$ cat src/rtl/cp0_regfile_if.sv
// CP0 register file port bundle: MTC0 write, MFC0 read,
// exception/ERET commit and interrupt request.
interface cp0_regfile_if;
    logic        wr_en;
    logic [4:0]  wr_addr;
    logic [31:0] wr_data;
    logic [4:0]  rd_addr;
    logic [31:0] rd_data;
    logic        exc_valid;
    logic [4:0]  exc_code;
    logic [31:0] exc_pc;
    logic        exc_bd;
    logic        exc_badvaddr_valid;
    logic [31:0] exc_badvaddr;
    logic        eret;
    logic [5:0]  ext_int;
    logic        int_req;
    logic [31:0] status;
    logic [31:0] cause;
    logic [31:0] epc;

    modport master (
        output wr_en, wr_addr, wr_data, rd_addr,
        output exc_valid, exc_code, exc_pc, exc_bd,
        output exc_badvaddr_valid, exc_badvaddr,
        output eret, ext_int,
        input  rd_data, int_req, status, cause, epc
    );

    modport slave (
        input  wr_en, wr_addr, wr_data, rd_addr,
        input  exc_valid, exc_code, exc_pc, exc_bd,
        input  exc_badvaddr_valid, exc_badvaddr,
        input  eret, ext_int,
        output rd_data, int_req, status, cause, epc
    );
endinterface

$ cat src/rtl/cp0_regfile.sv
// Architectural CP0 state: Status/Cause/EPC/BadVAddr,
// Count/Compare timer, exception entry and ERET.
module cp0_regfile #(
    parameter int unsigned COUNT_DIV    = 2,
    parameter logic [31:0] STATUS_RESET = 32'h0040_0000
) (
    input  logic         clk,
    input  logic         resetn,
    cp0_regfile_if.slave bus
);
    localparam int DW = (COUNT_DIV > 1) ? $clog2(COUNT_DIV) : 1;
    localparam logic [DW-1:0] DIV_LAST = DW'(COUNT_DIV - 1);
    localparam logic [31:0] STATUS_WMASK = 32'h0000_FF03;
    localparam logic [31:0] CAUSE_WMASK  = 32'h0000_0300;

    logic [31:0]   status_q, status_d;
    logic [31:0]   cause_q, cause_d;
    logic [31:0]   count_q, count_d;
    logic [31:0]   compare_q, compare_d;
    logic [31:0]   epc_q, epc_d;
    logic [31:0]   badva_q, badva_d;
    logic [DW-1:0] div_q, div_d;

    logic wr_ok, tick, ti_d;
    logic wr_status, wr_cause, wr_count, wr_compare, wr_epc;

    // Exception and ERET outrank an MTC0 committed in the same cycle
    assign wr_ok      = bus.wr_en & ~bus.exc_valid & ~bus.eret;
    assign wr_status  = wr_ok & (bus.wr_addr == 5'd12);
    assign wr_cause   = wr_ok & (bus.wr_addr == 5'd13);
    assign wr_count   = wr_ok & (bus.wr_addr == 5'd9);
    assign wr_compare = wr_ok & (bus.wr_addr == 5'd11);
    assign wr_epc     = wr_ok & (bus.wr_addr == 5'd14);
    assign tick       = (div_q == DIV_LAST);

    always_comb begin
        div_d     = tick ? '0 : div_q + DW'(1);
        count_d   = wr_count ? bus.wr_data : count_q + {31'b0, tick};
        compare_d = wr_compare ? bus.wr_data : compare_q;
        ti_d      = ~wr_compare & (cause_q[30] | (count_q == compare_q));
        status_d  = status_q;
        cause_d   = cause_q;
        epc_d     = wr_epc ? bus.wr_data : epc_q;
        badva_d   = badva_q;
        if (wr_status)
            status_d = (status_q & ~STATUS_WMASK) | (bus.wr_data & STATUS_WMASK);
        if (wr_cause)
            cause_d = (cause_q & ~CAUSE_WMASK) | (bus.wr_data & CAUSE_WMASK);
        if (bus.exc_valid) begin
            // Nested exception keeps the original return point
            if (!status_q[1]) begin
                epc_d      = bus.exc_bd ? bus.exc_pc - 32'd4 : bus.exc_pc;
                cause_d[31] = bus.exc_bd;
            end
            cause_d[6:2] = bus.exc_code;
            status_d[1]  = 1'b1;
            if (bus.exc_badvaddr_valid)
                badva_d = bus.exc_badvaddr;
        end else if (bus.eret) begin
            status_d[1] = 1'b0;
        end
        cause_d[30]    = ti_d;
        cause_d[15:10] = {bus.ext_int[5] | ti_d, bus.ext_int[4:0]};
    end

    always_ff @(posedge clk or negedge resetn) begin
        if (!resetn) begin
            status_q  <= STATUS_RESET;
            cause_q   <= '0;
            count_q   <= '0;
            compare_q <= '0;
            epc_q     <= '0;
            badva_q   <= '0;
            div_q     <= '0;
        end else begin
            status_q  <= status_d;
            cause_q   <= cause_d;
            count_q   <= count_d;
            compare_q <= compare_d;
            epc_q     <= epc_d;
            badva_q   <= badva_d;
            div_q     <= div_d;
        end
    end

    always_comb begin
        case (bus.rd_addr)
            5'd8:    bus.rd_data = badva_q;
            5'd9:    bus.rd_data = count_q;
            5'd11:   bus.rd_data = compare_q;
            5'd12:   bus.rd_data = status_q;
            5'd13:   bus.rd_data = cause_q;
            5'd14:   bus.rd_data = epc_q;
            default: bus.rd_data = '0;
        endcase
    end

    assign bus.int_req = status_q[0] & ~status_q[1]
                       & |(cause_q[15:8] & status_q[15:8]);
    assign bus.status  = status_q;
    assign bus.cause   = cause_q;
    assign bus.epc     = epc_q;
endmodule

$ cat src/flat_wrapper.sv
// flat-port wrapper written by rule: the top's interface ports become plain ports
module cp0_regfile_flat 
#(
    parameter int unsigned COUNT_DIV    = 2,
    parameter logic [31:0] STATUS_RESET = 32'h0040_0000
)
  (clk, resetn, bus_wr_en, bus_wr_addr, bus_wr_data, bus_rd_addr, bus_exc_valid, bus_exc_code, bus_exc_pc, bus_exc_bd, bus_exc_badvaddr_valid, bus_exc_badvaddr, bus_eret, bus_ext_int, bus_rd_data, bus_int_req, bus_status, bus_cause, bus_epc);
  cp0_regfile_if bus_i ();
  input  logic clk;
  input  logic resetn;
  input wire logic [$bits(bus_i.wr_en)-1:0] bus_wr_en;
  input wire logic [$bits(bus_i.wr_addr)-1:0] bus_wr_addr;
  input wire logic [$bits(bus_i.wr_data)-1:0] bus_wr_data;
  input wire logic [$bits(bus_i.rd_addr)-1:0] bus_rd_addr;
  input wire logic [$bits(bus_i.exc_valid)-1:0] bus_exc_valid;
  input wire logic [$bits(bus_i.exc_code)-1:0] bus_exc_code;
  input wire logic [$bits(bus_i.exc_pc)-1:0] bus_exc_pc;
  input wire logic [$bits(bus_i.exc_bd)-1:0] bus_exc_bd;
  input wire logic [$bits(bus_i.exc_badvaddr_valid)-1:0] bus_exc_badvaddr_valid;
  input wire logic [$bits(bus_i.exc_badvaddr)-1:0] bus_exc_badvaddr;
  input wire logic [$bits(bus_i.eret)-1:0] bus_eret;
  input wire logic [$bits(bus_i.ext_int)-1:0] bus_ext_int;
  output wire logic [$bits(bus_i.rd_data)-1:0] bus_rd_data;
  output wire logic [$bits(bus_i.int_req)-1:0] bus_int_req;
  output wire logic [$bits(bus_i.status)-1:0] bus_status;
  output wire logic [$bits(bus_i.cause)-1:0] bus_cause;
  output wire logic [$bits(bus_i.epc)-1:0] bus_epc;
  assign bus_i.wr_en = bus_wr_en;
  assign bus_i.wr_addr = bus_wr_addr;
  assign bus_i.wr_data = bus_wr_data;
  assign bus_i.rd_addr = bus_rd_addr;
  assign bus_i.exc_valid = bus_exc_valid;
  assign bus_i.exc_code = bus_exc_code;
  assign bus_i.exc_pc = bus_exc_pc;
  assign bus_i.exc_bd = bus_exc_bd;
  assign bus_i.exc_badvaddr_valid = bus_exc_badvaddr_valid;
  assign bus_i.exc_badvaddr = bus_exc_badvaddr;
  assign bus_i.eret = bus_eret;
  assign bus_i.ext_int = bus_ext_int;
  assign bus_rd_data = bus_i.rd_data;
  assign bus_int_req = bus_i.int_req;
  assign bus_status = bus_i.status;
  assign bus_cause = bus_i.cause;
  assign bus_epc = bus_i.epc;
  cp0_regfile #(.COUNT_DIV(COUNT_DIV), .STATUS_RESET(STATUS_RESET)) u_core (.clk(clk), .resetn(resetn), .bus(bus_i));
endmodule
$ cat config.mk
export PLATFORM = sky130hd
export DESIGN_NAME = cp0_regfile_flat
export DESIGN_NICKNAME = d
export VERILOG_FILES = /design/src/rtl/cp0_regfile_if.sv /design/src/rtl/cp0_regfile.sv /design/src/flat_wrapper.sv
export SDC_FILE = /design/constraint.sdc
export NUM_CORES = 1
export LEC_CHECK = 0
export CORE_MARGIN = 3
export CORE_UTILIZATION = 35
export DETAILED_ROUTE_END_ITERATION = 6
export PLACE_DENSITY = 0.69
export SLEW_MARGIN = 25
export SYNTH_ARGS = -nofsm -noshare
export SYNTH_HDL_FRONTEND = slang
export SYNTH_SLANG_ARGS = --single-unit
$ cat constraint.sdc
create_clock -name clk -period 2.9 [get_ports clk]
set_clock_uncertainty 0.1 [all_clocks]
set_input_delay 0.29 -clock clk [delete_from_list [all_inputs] [get_ports clk]]
set_output_delay 0.29 -clock clk [all_outputs]
set_load 0.05 [all_outputs]
==> results of run 1 <==
[area by class of cell]
type                    instances  area share
well taps                     319      0.0329
flip-flops and latches        154       0.318
inverters                      10     0.00310
clock inverters                11      0.0120
clock buffers                  21      0.0380
multi-input cells             599       0.366
repair buffers                242       0.230
[metrics by stage]
step                total power (W)  std cells  area, µm²  hold slack [ps]  setup slack, ps
floorplan                   0.00409        851       8810             -106              308
global placement            0.00493       1323      11500              214              249
detailed placement          0.00497       1323      11500              209              174
CTS                         0.00731       1356      12100              177              193
global route                0.00758       1356      12100              180              104
finish                      0.00725       1356      12100              200              196
[layout by cell type, fill, tap and decap left out, types with 3 or more instances in the layout]
| cell | instances |
|---|---|
| bufinv_16 | 3 |
| a22oi_1 | 63 |
| clkbuf_16 | 17 |
| dfrtp_1 | 154 |
| nand4b_1 | 4 |
| and3_1 | 6 |
| ha_1 | 3 |
| or4_1 | 3 |
| clkinv_2 | 3 |
| clkdlybuf4s50_1 | 180 |
| a21oi_1 | 15 |
| a222oi_1 | 10 |
| buf_12 | 41 |
| and4_1 | 3 |
| nand4_1 | 18 |
| nand2_1 | 74 |
| inv_1 | 10 |
| nor2_1 | 30 |
| mux2i_1 | 53 |
| nand3b_1 | 4 |
| o21ai_0 | 29 |
| mux2_2 | 84 |
| nor4_1 | 14 |
| clkinvlp_4 | 3 |
| nor3_1 | 7 |
| nand3_1 | 22 |
| xor2_1 | 28 |
| conb_1 | 39 |
| buf_4 | 19 |
| xnor2_1 | 61 |
[cells in the mapped netlist (2+ instances only)]
cell type | count | share of area
a21oi_1 | 15 | 0.0087
xor2_1 | 28 | 0.028
ha_1 | 3 | 0.0043
and3_1 | 6 | 0.0043
nor2b_1 | 2 | 0.0014
or3_1 | 2 | 0.0014
dfrtp_1 | 154 | 0.44
inv_1 | 10 | 0.0043
o21ai_0 | 29 | 0.017
nor4b_1 | 3 | 0.0030
nor2_1 | 31 | 0.013
and4_1 | 3 | 0.0030
conb_1 | 2 | 0.00087
nor4_1 | 14 | 0.010
nand4b_1 | 4 | 0.0040
and2_1 | 2 | 0.0014
buf_4 | 39 | 0.034
buf_2 | 10 | 0.0058
nor4_4 | 2 | 0.0049
nand3_1 | 22 | 0.013
nand3b_1 | 4 | 0.0035
nor3_1 | 9 | 0.0052
buf_1 | 3 | 0.0013
xnor2_1 | 61 | 0.062
a222oi_1 | 10 | 0.012
nand4_1 | 18 | 0.013
nand2b_1 | 2 | 0.0014
a22oi_1 | 63 | 0.055
mux2_2 | 84 | 0.11
nand2_1 | 74 | 0.032
mux2i_1 | 53 | 0.061
clkbuf_1 | 31 | 0.013
or4_1 | 3 | 0.0026
buf_6 | 5 | 0.0065
[power groups by stage]
stage | clock (W) | combinational (W) | sequential, W
global route | 0.00245 | 0.00221 | 0.00292
detailed placement | 0 | 0.00208 | 0.00289
finish | 0.00231 | 0.00208 | 0.00286
floorplan | 0 | 0.000937 | 0.00315
global placement | 0 | 0.00205 | 0.00288
CTS | 0.00237 | 0.00209 | 0.00286
[kinds of logic after synthesis]
kind of cell    share of synthesized area
simple gates                        0.126
flops                               0.444
mux                                 0.172
compound gates                     0.0975
buf+inv                            0.0651
xor+xnor                           0.0899
fa+ha+maj                         0.00433
other cells                      0.000866
[registers in the layout, summed over array words and instances, names as in the netlist]
register / cells
u_core.bus.status: 10
u_core.bus.cause: 15
u_core.div_q: 1
u_core.badva_q: 32
u_core.compare_q: 32
u_core.bus.epc: 32
u_core.count_q: 32
[worst max-delay path by stage]
stage | start | to | slack [ps]
2_1_floorplan | u_core.bus.status[12]$_DFFE_PN0P_ | bus_int_req | 310
3_3_place_gp | bus_exc_pc[12] | u_core.bus.epc[26]$_DFF_PN0_ | 250
3_5_place_dp | bus_exc_pc[12] | u_core.bus.epc[27]$_DFF_PN0_ | 170
4_1_cts | u_core.bus.status[12]$_DFFE_PN0P_ | bus_int_req | 190
5_1_grt | u_core.bus.status[12]$_DFFE_PN0P_ | bus_int_req | 100
6_report | u_core.bus.status[12]$_DFFE_PN0P_ | bus_int_req | 200
[layer usage]
layer / part of all wire / up-vias
met2: 0.48 / 297
met1: 0.43 / 3523
met4: 0.015 / 0
met3: 0.076 / 25
met5: 0 / -
li1: - / 3280
[what timing repair did]
action	4_1_cts	5_1_grt
hold endpoints to repair	58	0
setup endpoints to repair	0	0
hold buffers	1	0
gates resized for setup	0	0
==> impl_metrics.toml, run 1 <==
[drt]
wl_per_cell_um = 20.8
ant_nets = 0
first_pass_iters = 6
drc = 0
post_drt_via_cell_ratio = 5.25
dr.first_iter.drc_count = 536
wirelength_um = 28300
vias = 7125

[worst_setup_path]
end_kind = "output port"
worst-path-buf-inv = 1
critical_path_class = "flip-flop to output port"
r2r_start = "u_core.count_q[0]$_DFF_PN0_"
crit_path_cell_trace = "a22o_1 > a221oi_1 > a311oi_1 > clkdlybuf4s50_1"
slowest_delay_ps = 730
path_max_fanout = 4
critical_path_cell_count = 4
path_delay_family = "compound AO/OA/AOI/OAI gates"
r2r-end = "u_core.count_q[28]$_DFF_PN0_"
worstSetupStartpointType = "flip-flop"
reg2reg_slack_ps = 390
cp.required_ps = 2510
cp.arrival_ps = 2310
crit_slowest_cell = "clkdlybuf4s50_1"
reg2reg_depth = 7

[yosys]
ys_seq_area_frac = 0.444
synthFlopType = "dfrtp_1"
async_flop_share = 1.00
synth-warning-count = 0
synth-edff-count = 0
ys_types = 47
synth-seq-cells = 154
avgSynthCellArea_um2 = 10.7
syn-instance-count = 814
syn_area_mm2 = 0.00867

[sta]
rsz0062_at_grt = "no"
setup_viol = 0
relSlewSlack = 0.595
min_period_ps = 2700
fin_crit_sh = 0.932
tightest_slew_ps = 606
max_freq_mhz = 370
drv_slew = 0
setup-tns-final_ps = 0
hold_violations = 0

[finish]
finalNetCount = 1151
seq_area_mm2 = 0.00385
multi_input_area_mm2 = 0.00444
postLayoutCoreUtil = 0.507
diodes = 0
fillers = 2178
area_growth_pct = 39.8
drive_gt1_frac = 0.182

[floorplan]
start_util = 0.363
core-area_mm2 = 0.0239
die-area_mm2 = 0.0267
die_h_um = 163
dieWidth_um = 163
io_pins = 253
num_rows = 56

[global_route]
antenna_found_initial = 0
grt.total_usage = 0.214
grt_pass1_wl_um = 43400
overflow = 0
grt_pass1_vias = 7340
gr-usage-met1 = 0.285
grt-busiest-layer = "met2"
grt_start_max_net_pins = 66
use_met2 = 0.351
met3_usage = 0.0543

[cts]
cts_made_buffers = 17
max-clock-path-buffers = 2
cts_max_level = 4
worstSkewPairLatency_ps = 430
clk_pin_slew_ps = 60
postCtsSetupBuffers = 0
tritoncts = "built"
cts.sinks = 154
clockRootBuffer = "clkbuf_16"

[place]
port_buffers = 213
gp_congestion = 0.842
hpwl_um = 20500

[min_path]
holdPathEnd = "u_core.bus.cause[10]$_DFF_PN0_"
min_path_type = "input port to flip-flop"
min_delay_path_depth = 1
min_from = "bus_ext_int[0]"

[status]
status = "finished clean"

[power_and_ir_drop]
p_per_area_mw_per_mm2 = 598
seqPwrFrac = 0.395
intPower_w = 0.00474
combPwrFrac = 0.286
p_clk_frac = 0.319
p_sw_frac = 0.346
leakage_nw = 5.19
vdd_drop_max_mv = 0.280
switchingPower_w = 0.00251

[job]
maxCapViolCount = 0
(Power assumes the default switching activity.)
==> run 2: changes to the inputs <==
Settings changed: CTS_CLUSTER_DIAMETER set to 120, PLACE_DENSITY 0.69 to not set.
==> impl_metrics.toml, run 2 (same netlist as run 1, synthesis figures left out) <==
[cts]
tritoncts = "built"
cts_made_buffers = 17
clockRootBuffer = "clkbuf_16"
cts.sinks = 154
worstSkewPairLatency_ps = 430
clk_pin_slew_ps = 60
cts_max_level = 4
cts_repair_resize_count = 0
max-clock-path-buffers = 2

[drt]
first_pass_iters = 6
drc = 0
dr.first_iter.drc_count = 538
wl_per_cell_um = 21.3
vias = 7141
ant_nets = 0
post_drt_via_cell_ratio = 5.25
wirelength_um = 29000

[min_path]
min_path_type = "input port to flip-flop"

[status]
status = "finished clean"

[power_and_ir_drop]
total_power_w = 0.00728
leakage_nw = 5.21
vdd_drop_max_mv = 0.373
p_clk_frac = 0.321
switchingPower_w = 0.00249
p_sw_frac = 0.342
combPwrFrac = 0.285
seqPwrFrac = 0.394
p_per_area_mw_per_mm2 = 599
intPower_w = 0.00478

[finish]
final_common_cell = "clkdlybuf4s50_1"
area_growth_pct = 40.1
finalNetCount = 1156
fillers = 2175
final_cells = 1361
drive_gt1_frac = 0.186
final_cell_mix = "clkdlybuf4s50_1 (180), dfrtp_1 (154), mux2_2 (84), nand2_1 (74), a22oi_1 (63)"

[floorplan]
dieWidth_um = 163
die_h_um = 163
core-area_mm2 = 0.0239
io_pins = 253
start_util = 0.363
num_rows = 56
die-area_mm2 = 0.0267

[worst_setup_path]
reg2reg_depth = 7
cp-startpoint = "u_core.bus.status[12]$_DFFE_PN0P_"
critical_path_class = "flip-flop to output port"
worstSetupStartpointType = "flip-flop"
end_kind = "output port"
r2r_start = "u_core.count_q[0]$_DFF_PN0_"
cp.required_ps = 2510
r2r-end = "u_core.count_q[28]$_DFF_PN0_"
path_max_fanout = 4
reg2reg_slack_ps = 220
critPathCapture = "bus_int_req"
cp.arrival_ps = 2300

[place]
dp_cells = 1328
gp_congestion = 0.821
port_buffers = 213
hpwl_um = 20800

[global_route]
use_met2 = 0.344
grt_pass1_vias = 7335
grt.total_usage = 0.219
overflow = 0
grt_start_max_net_pins = 69
gr-usage-met1 = 0.298
antenna_found_initial = 1
met3_usage = 0.0644
grt_pass1_wl_um = 44300
grt-busiest-layer = "met2"

[sta]
relSlewSlack = 0.519
min_period_ps = 2690
hold_violations = 0
rsz0062_at_grt = "no"
fin_crit_sh = 0.929
drv_slew = 0
setup_viol = 0
max_freq_mhz = 371
setup-tns-final_ps = 0
tightest_slew_ps = 714

[job]
maxCapViolCount = 0
-- run 2: layout make-up --
type | instances | area [µm²] | share of cell area
Antenna cell | 2 | 5.00 | 0.000412
Clock inverter | 7 | 115 | 0.00947
Inverter | 10 | 37.5 | 0.00309
Sequential cell | 154 | 3850 | 0.317
Clock buffer | 23 | 488 | 0.0401
Timing Repair Buffer | 247 | 2810 | 0.231
Multi-Input combinational cell | 599 | 4440 | 0.366
Tap cell | 319 | 399 | 0.0328
-- run 2: metrics by stage --
stage / utilization / hold slack, ps / area [µm²] / setup slack [ps]
after floorplan: - / -106 / 8810 / 308
after global placement: 0.483 / 256 / 11500 / 293
after detailed placement: 0.483 / 255 / 11500 / 250
after CTS: 0.508 / 189 / 12100 / 204
after global routing: 0.509 / 187 / 12200 / 98.9
final: 0.509 / 202 / 12200 / 206
-- run 2: what timing repair did --
action / CTS / global route
hold buffers: 1 / 0
buffers inserted: 0 / 0
endpoints found under the hold margin: 65 / 0
-- run 2: worst max-delay path, stage by stage, from the launching register on --
cell and delay, ps:
dfrtp_1 410, a22o_1 250, a221oi_1 340, a311oi_1 150, clkdlybuf4s50_1 730
-- run 2: worst min-delay path by stage --
stage | start | to | slack, ps | cells after the start
2_1_floorplan | resetn | u_core.badva_q[0]$_DFFE_PN0P_ | -110 | 0
6_report | bus_ext_int[1] | u_core.bus.cause[11]$_DFF_PN0_ | 200 | 1
3_3_place_gp | resetn | u_core.badva_q[31]$_DFFE_PN0P_ | 260 | 1
3_5_place_dp | resetn | u_core.badva_q[28]$_DFFE_PN0P_ | 250 | 1
5_1_grt | bus_ext_int[3] | u_core.bus.cause[13]$_DFF_PN0_ | 190 | 1
4_1_cts | bus_ext_int[1] | u_core.bus.cause[11]$_DFF_PN0_ | 190 | 1
-- run 2: power groups by stage --
stage                     combinational, W  sequential (W)  clock [W]
final                              0.00207         0.00286    0.00234
after global routing               0.00220         0.00291    0.00246
after CTS                          0.00209         0.00286    0.00237
after detailed placement           0.00208         0.00289          0
after global placement             0.00206         0.00289          0
after floorplan                   0.000937         0.00315          0
-- run 2: routing by layer --
metal,share of wire,vias up
met2,0.46,273
met1,0.45,3529
met3,0.073,37
li1,-,3302
met5,0,-
met4,0.017,0
